<file path="src/rtl/c880_pkg.sv">
// Shared types and constants for the c880 ALU scheduler slice.
package c880_pkg;

    localparam int unsigned C880_NUM_PI = 60;
    localparam int unsigned C880_NUM_PO = 26;

    typedef logic [C880_NUM_PI-1:0] c880_in_t;
    typedef logic [C880_NUM_PO-1:0] c880_out_t;

    typedef enum logic [1:0] {IDLE, SETTLE, RESP} sched_state_e;

endpackage

</file>
<file path="src/rtl/c880_alu_scheduler_rr_arbiter.sv">
// Combinational round-robin arbiter: first set req bit at or above ptr, with wrap.
module rr_arbiter #(
    parameter int unsigned N  = 4,
    parameter int unsigned IW = (N > 1) ? $clog2(N) : 1
) (
    input  logic [N-1:0]  req,
    input  logic [IW-1:0] ptr,
    output logic [N-1:0]  gnt,
    output logic [IW-1:0] idx,
    output logic          any
);

    int unsigned   cand;
    logic [IW-1:0] cidx;

    always_comb begin
        gnt  = '0;
        idx  = '0;
        any  = 1'b0;
        cand = 0;
        cidx = '0;
        for (int unsigned off = 0; off < N; off++) begin
            cand = (32'(ptr) + off) % N;
            cidx = IW'(cand);
            if (!any && req[cidx]) begin
                gnt[cidx] = 1'b1;
                idx       = cidx;
                any       = 1'b1;
            end
        end
    end

endmodule

</file>
<file path="src/rtl/c880_alu_scheduler.sv">
// Round-robin sequencer sharing one c880 ALU; holds inputs SETTLE_CYCLES before capture.
// Optional even parity on the captured result: define C880_SCHED_PARITY_EN.
module c880_alu_scheduler
    import c880_pkg::*;
#(
    parameter int unsigned NUM_REQ       = 4,
    parameter int unsigned SETTLE_CYCLES = 3
) (
    input  logic                                  clk,
    input  logic                                  rst,
    input  logic [NUM_REQ-1:0]                    req_valid,
    output logic [NUM_REQ-1:0]                    req_ready,
    input  logic [NUM_REQ-1:0][C880_NUM_PI-1:0]   req_operand,
    output logic [C880_NUM_PI-1:0]                alu_in,
    input  logic [C880_NUM_PO-1:0]                alu_out,
    output logic                                  rsp_valid,
    input  logic                                  rsp_ready,
    output logic [$clog2(NUM_REQ)-1:0]            rsp_id,
    output logic [C880_NUM_PO-1:0]                rsp_result,
    output logic                                  rsp_parity,
    output logic                                  busy
);

    localparam int unsigned IdW  = $clog2(NUM_REQ);
    localparam int unsigned CntW = $clog2(SETTLE_CYCLES + 1);

    sched_state_e     state;
    logic [IdW-1:0]   ptr;
    logic [IdW-1:0]   win_idx;
    logic [NUM_REQ-1:0] win_gnt;
    logic             win_any;
    logic [CntW-1:0]  cnt;
    logic             capture;

    rr_arbiter #(
        .N  (NUM_REQ),
        .IW (IdW)
    ) u_arb (
        .req (req_valid),
        .ptr (ptr),
        .gnt (win_gnt),
        .idx (win_idx),
        .any (win_any)
    );

    assign req_ready = (state == IDLE) ? win_gnt : '0;
    assign busy      = (state != IDLE);
    assign capture   = (state == SETTLE) && (cnt == CntW'(1));

    always_ff @(posedge clk) begin
        if (rst) begin
            state      <= IDLE;
            alu_in     <= '0;
            rsp_valid  <= 1'b0;
            rsp_id     <= '0;
            rsp_result <= '0;
            ptr        <= '0;
            cnt        <= '0;
        end else begin
            case (state)
                IDLE: begin
                    if (win_any) begin
                        alu_in <= req_operand[win_idx];
                        rsp_id <= win_idx;
                        cnt    <= CntW'(SETTLE_CYCLES);
                        // Explicit wrap so non-power-of-two NUM_REQ never points past the last requester.
                        ptr    <= (win_idx == IdW'(NUM_REQ - 1)) ? '0 : win_idx + IdW'(1);
                        state  <= SETTLE;
                    end
                end
                SETTLE: begin
                    cnt <= cnt - CntW'(1);
                    if (capture) begin
                        rsp_result <= alu_out;
                        rsp_valid  <= 1'b1;
                        state      <= RESP;
                    end
                end
                RESP: begin
                    if (rsp_ready) begin
                        rsp_valid <= 1'b0;
                        state     <= IDLE;
                    end
                end
                default: state <= IDLE;
            endcase
        end
    end

`ifdef C880_SCHED_PARITY_EN
    always_ff @(posedge clk) begin
        if (rst) begin
            rsp_parity <= 1'b0;
        end else if (capture) begin
            rsp_parity <= ^alu_out;
        end
    end
`else
    assign rsp_parity = 1'b0;
`endif

endmodule

</file>
<file path="config.mk">
export PLATFORM = sky130hd
export DESIGN_NAME = c880_alu_scheduler
export DESIGN_NICKNAME = d
export VERILOG_FILES = /design/src/rtl/c880_pkg.sv /design/src/rtl/c880_alu_scheduler_rr_arbiter.sv /design/src/rtl/c880_alu_scheduler.sv
export SDC_FILE = /design/constraint.sdc
export NUM_CORES = 1
export LEC_CHECK = 0
export BUFFER_PORTS_ARGS = -buffer_cell sky130_fd_sc_hd__buf_2
export CAP_MARGIN = 20
export CORE_AREA = 4 4 142 144
export CTS_BUF_LIST = sky130_fd_sc_hd__clkbuf_4 sky130_fd_sc_hd__clkbuf_8 sky130_fd_sc_hd__clkbuf_16
export DETAILED_ROUTE_END_ITERATION = 10
export DIE_AREA = 0 0 146 148
export HOLD_SLACK_MARGIN = 0.03
export PLACE_DENSITY_LB_ADDON = 0.25
export SKIP_CTS_REPAIR_TIMING = 1
export SLEW_MARGIN = 20
export SYNTH_ARGS = -nofsm -noshare
export SYNTH_HDL_FRONTEND = slang
export SYNTH_SLANG_ARGS = --single-unit
</file>
<file path="constraint.sdc">
create_clock -name clk -period 5.2 [get_ports clk]
set_input_delay 0.26 -clock clk [delete_from_list [all_inputs] [get_ports clk]]
set_output_delay 0.26 -clock clk [all_outputs]
set_load 0.01 [all_outputs]
</file>
==> summary.md <==
## Synthesis
• Top FF cell, synth: sky130_fd_sc_hd__dfxtp_1
• count of state elements after synthesis: 95
• number of nets produced by synthesis: 832
• average cell area after synthesis: 9.60 sq um
• combined area of all synthesized cells: 5280 sq um
• number of enable-type register cells in the synthesized netlist: 0
• FFs w/ async S/R, synth: 0
• sequential cell area fraction in the yosys report: 0.360
• post-synthesis cell type count: 42
• cell count after synthesis: 550
• Synth Warn #: 0

## Setup path
• class of the most critical setup path: reg -> reg
• data arrival time at the worst-slack endpoint: 3.76 ns
• worst-path fanout max: 32
• worst path required time: 5.38 ns
• slowest cell on the critical path: sky130_fd_sc_hd__dfxtp_1
• Worst setup SP type: flop
• Critical Path Sink Type: flop
• critical path cell sequence: inv_1 > ha_1 > mux4_2 > a21oi_1 > nand2_1 > nand3_2 > buf_4 > o221ai_1
• slowest cell delay on critical path: 0.79 ns

## Run status
• outcome: completed

## Timing
• setup repair after global routing missed its margin: false
• Worst slew margin: 0.350
• skew final: 0.00939 ns
• transition time of the tightest slew-check pin: 0.975 ns
• highest attainable clock frequency: 0.279 GHz
• setup violation total in the final timing report: 0
• Hold Violations, Final: 0
• ratio of final minimum period to clock period: 0.689
• total count of max-transition violations in the final report: 0
• aggregate negative setup slack: 0 ns
• post-layout min period: 3.58 ns

## Placed design
• input/output buffers: 366
• Post-DP HPWL: 14400 microns
• Final Wtd Congestion: 0.821

## Hold path
• Min-Delay Path Class: in -> reg

## GRT
• wire length of the first global-routing pass: 28700 microns
• initial antenna violation count: 0
• maximum number of pins on one net before global-route repair: 66
• via count of the first global-routing pass: 5385
• total grt overflow: 0
• total global routing track utilization: 0.164

## Clocking
• number of H-tree levels: 3
• Num CTS Buffers: 9
• CTS tree: built
• clock tree root driver cell: sky130_fd_sc_hd__clkbuf_16
• Clk Latency, worst-skew pair: 0.34 ns
• register clock-pin slew on the reported worst setup and hold paths: 0.07 ns
• TritonCTS sink count: 95
• number of buffers on the longest clock path: 2

## Route
• number of routed nets with antenna violations: 0
• number of iterations in the first detailed-routing pass: 4
• vias: 5411
• DRC errors left: 0
• Via density: 4.81
• violation count after the first detailed-route iteration: 147
• routed wirelength normalized by instance count: 16.6 microns
• Routed Wire Length: 18700 microns

## Die
• initial cell density of the core: 0.282
• vertical die dimension: 148 microns
• die area: 21600 sq um
• Top-Level Pins: 368
• Site Rows: 50
• core outline area: 18700 sq um
• Horiz. Die Dim: 146 microns

## Flow run
• max-cap check violation count: 0

## Power
• leakage power of the design: 3.94 nW
• Int Power: 1.84 mW
• share of total power consumed by net switching: 0.359
• maximum resistive drop on vdd: 0.213 mV
• Switching Power: 1.03 mW
• Comb power frac: 0.421
• sequential fraction of design power: 0.339
• clock group share of total power: 0.239
• PwrDens: 389 nW/um^2

## Cells and area
• area growth from synthesis to final layout: 39.7%
• ratio of cells with drive above 1 in the final layout: 0.452
• fin util: 0.394
• Filler cells: 1924
• antenna diode count: 0
• layout net count: 1169

-- cell type report --
class / instances / area (sq um) / share of cell area
clock inverter: 6 / 68.8 / 0.00933
tap: 234 / 293 / 0.0397
timing repair buffer: 371 / 1890 / 0.257
multi-input combinational: 406 / 2960 / 0.402
sequential: 95 / 1900 / 0.258
clock buffer: 10 / 239 / 0.0324
inverter: 4 / 15.0 / 0.00204
-- power by group through the flow --
stage | logic, mW | registers [mW] | clock network (mW)
2_1_floorplan | 0.889 | 1.04 | 0
3_3_place_gp | 1.23 | 0.988 | 0
3_5_place_dp | 1.23 | 0.988 | 0
4_1_cts | 1.23 | 0.974 | 0.712
5_1_grt | 1.32 | 0.992 | 0.734
6_report | 1.21 | 0.974 | 0.687
-- synthesized netlist by cell type, drive strengths merged, types with 3 or more instances --
cell type / instances / area (sq um)
o221ai: 60 / 526
mux4: 3 / 67.6
dfxtp: 95 / 1900
clkbuf: 23 / 86.3
ha: 9 / 113
dlygate4sd1: 4 / 35.0
inv: 4 / 15.0
mux2i: 122 / 1220
a21oi: 35 / 186
buf: 14 / 220
nand2: 122 / 458
a22oi: 4 / 30.0
mux2: 3 / 33.8
nor2: 16 / 60.1
a221oi: 4 / 35.0
bufbuf: 4 / 75.1
-- path summary, 6_finish.rpt --
path | startpoint | endpoint | slack, ns | cells after the start
worst max-delay path | ptr[0] | alu_in[21] | 1.62 | 8
worst max register to register | ptr[0] | alu_in[21] | 1.62 | 8
worst min register to register | rsp_result[13] | rsp_result[13] | 0.45 | 2
worst min-delay path | alu_out[0] | rsp_result[0] | 0.15 | 3
-- layout by cell type, fill, tap and decap left out, types with 2 or more instances in the layout --
cell type and count:
sky130_fd_sc_hd__o221ai_1 60, sky130_fd_sc_hd__ha_1 9, sky130_fd_sc_hd__buf_4 3, sky130_fd_sc_hd__a22oi_1 4, sky130_fd_sc_hd__a21oi_4 2, sky130_fd_sc_hd__a21oi_1 33, sky130_fd_sc_hd__inv_1 4, sky130_fd_sc_hd__buf_2 366
sky130_fd_sc_hd__nand2_1 121, sky130_fd_sc_hd__nor2_1 16, sky130_fd_sc_hd__a221oi_1 4, sky130_fd_sc_hd__clkbuf_16 9, sky130_fd_sc_hd__mux2i_1 122, sky130_fd_sc_hd__dfxtp_1 95, sky130_fd_sc_hd__o21bai_1 2, sky130_fd_sc_hd__mux2_2 3
sky130_fd_sc_hd__a211oi_1 2, sky130_fd_sc_hd__and2_1 2, sky130_fd_sc_hd__or3b_2 2, sky130_fd_sc_hd__buf_12 2, sky130_fd_sc_hd__clkinv_2 2, sky130_fd_sc_hd__o31ai_1 2, sky130_fd_sc_hd__mux4_2 3, sky130_fd_sc_hd__clkinv_4 2
-- kinds of logic (layout without fill, tap and decap cells) --
group / Yosys count / in the layout / share of synthesized area
fa+ha+maj: 9 / 9 / 0.0213
simple gates: 153 / 153 / 0.121
mux: 128 / 128 / 0.251
flops: 95 / 95 / 0.360
buf+inv: 49 / 391 / 0.0818
other cells: 1 / 1 / 0.000710
compound gates: 114 / 114 / 0.163
xor+xnor: 1 / 1 / 0.00166
-- registers in the layout, summed over array words and instances, names as in the netlist --
signal	flops
rsp_id	2
ptr	2
rsp_result	26
alu_in	60
rsp_valid	1
cnt	2
state	2
-- per-layer routing --
| metal | GRT usage | up-vias | wire length, microns |
|---|---|---|---|
| met5 | 0 | - | 0 |
| met4 | 0.0494 | 0 | 329 |
| met3 | 0.0573 | 25 | 1830 |
| met2 | 0.292 | 256 | 9370 |
| met1 | 0.184 | 2434 | 7180 |
| li1 | - | 2696 | - |
-- metrics by stage --
stage          setup slack, ns  hold slack (ns)  power, mW  area, sq um  instances
2_1_floorplan             2.51            0.396       1.93         5280        550
3_3_place_gp              1.68            0.438       2.21         7070       1110
3_5_place_dp              1.56            0.441       2.22         7070       1110
4_1_cts                   1.57            0.129       2.91         7380       1126
5_1_grt                   1.24            0.137       3.05         7380       1126
6_report                  1.62            0.152       2.87         7380       1126
-- worst max-delay path, delay by kind of cell (launching register included) --
kind                     cells  cell delay [ns]
flip-flops                   1             0.79
buffers and inverters        2             0.73
AND/OR/NAND/NOR              2             0.57
adder cells (fa/ha/maj)      1             0.45
AO/OA/AOI/OAI                2             0.43
multiplexers                 1             0.41
(Power assumes the default switching activity.)
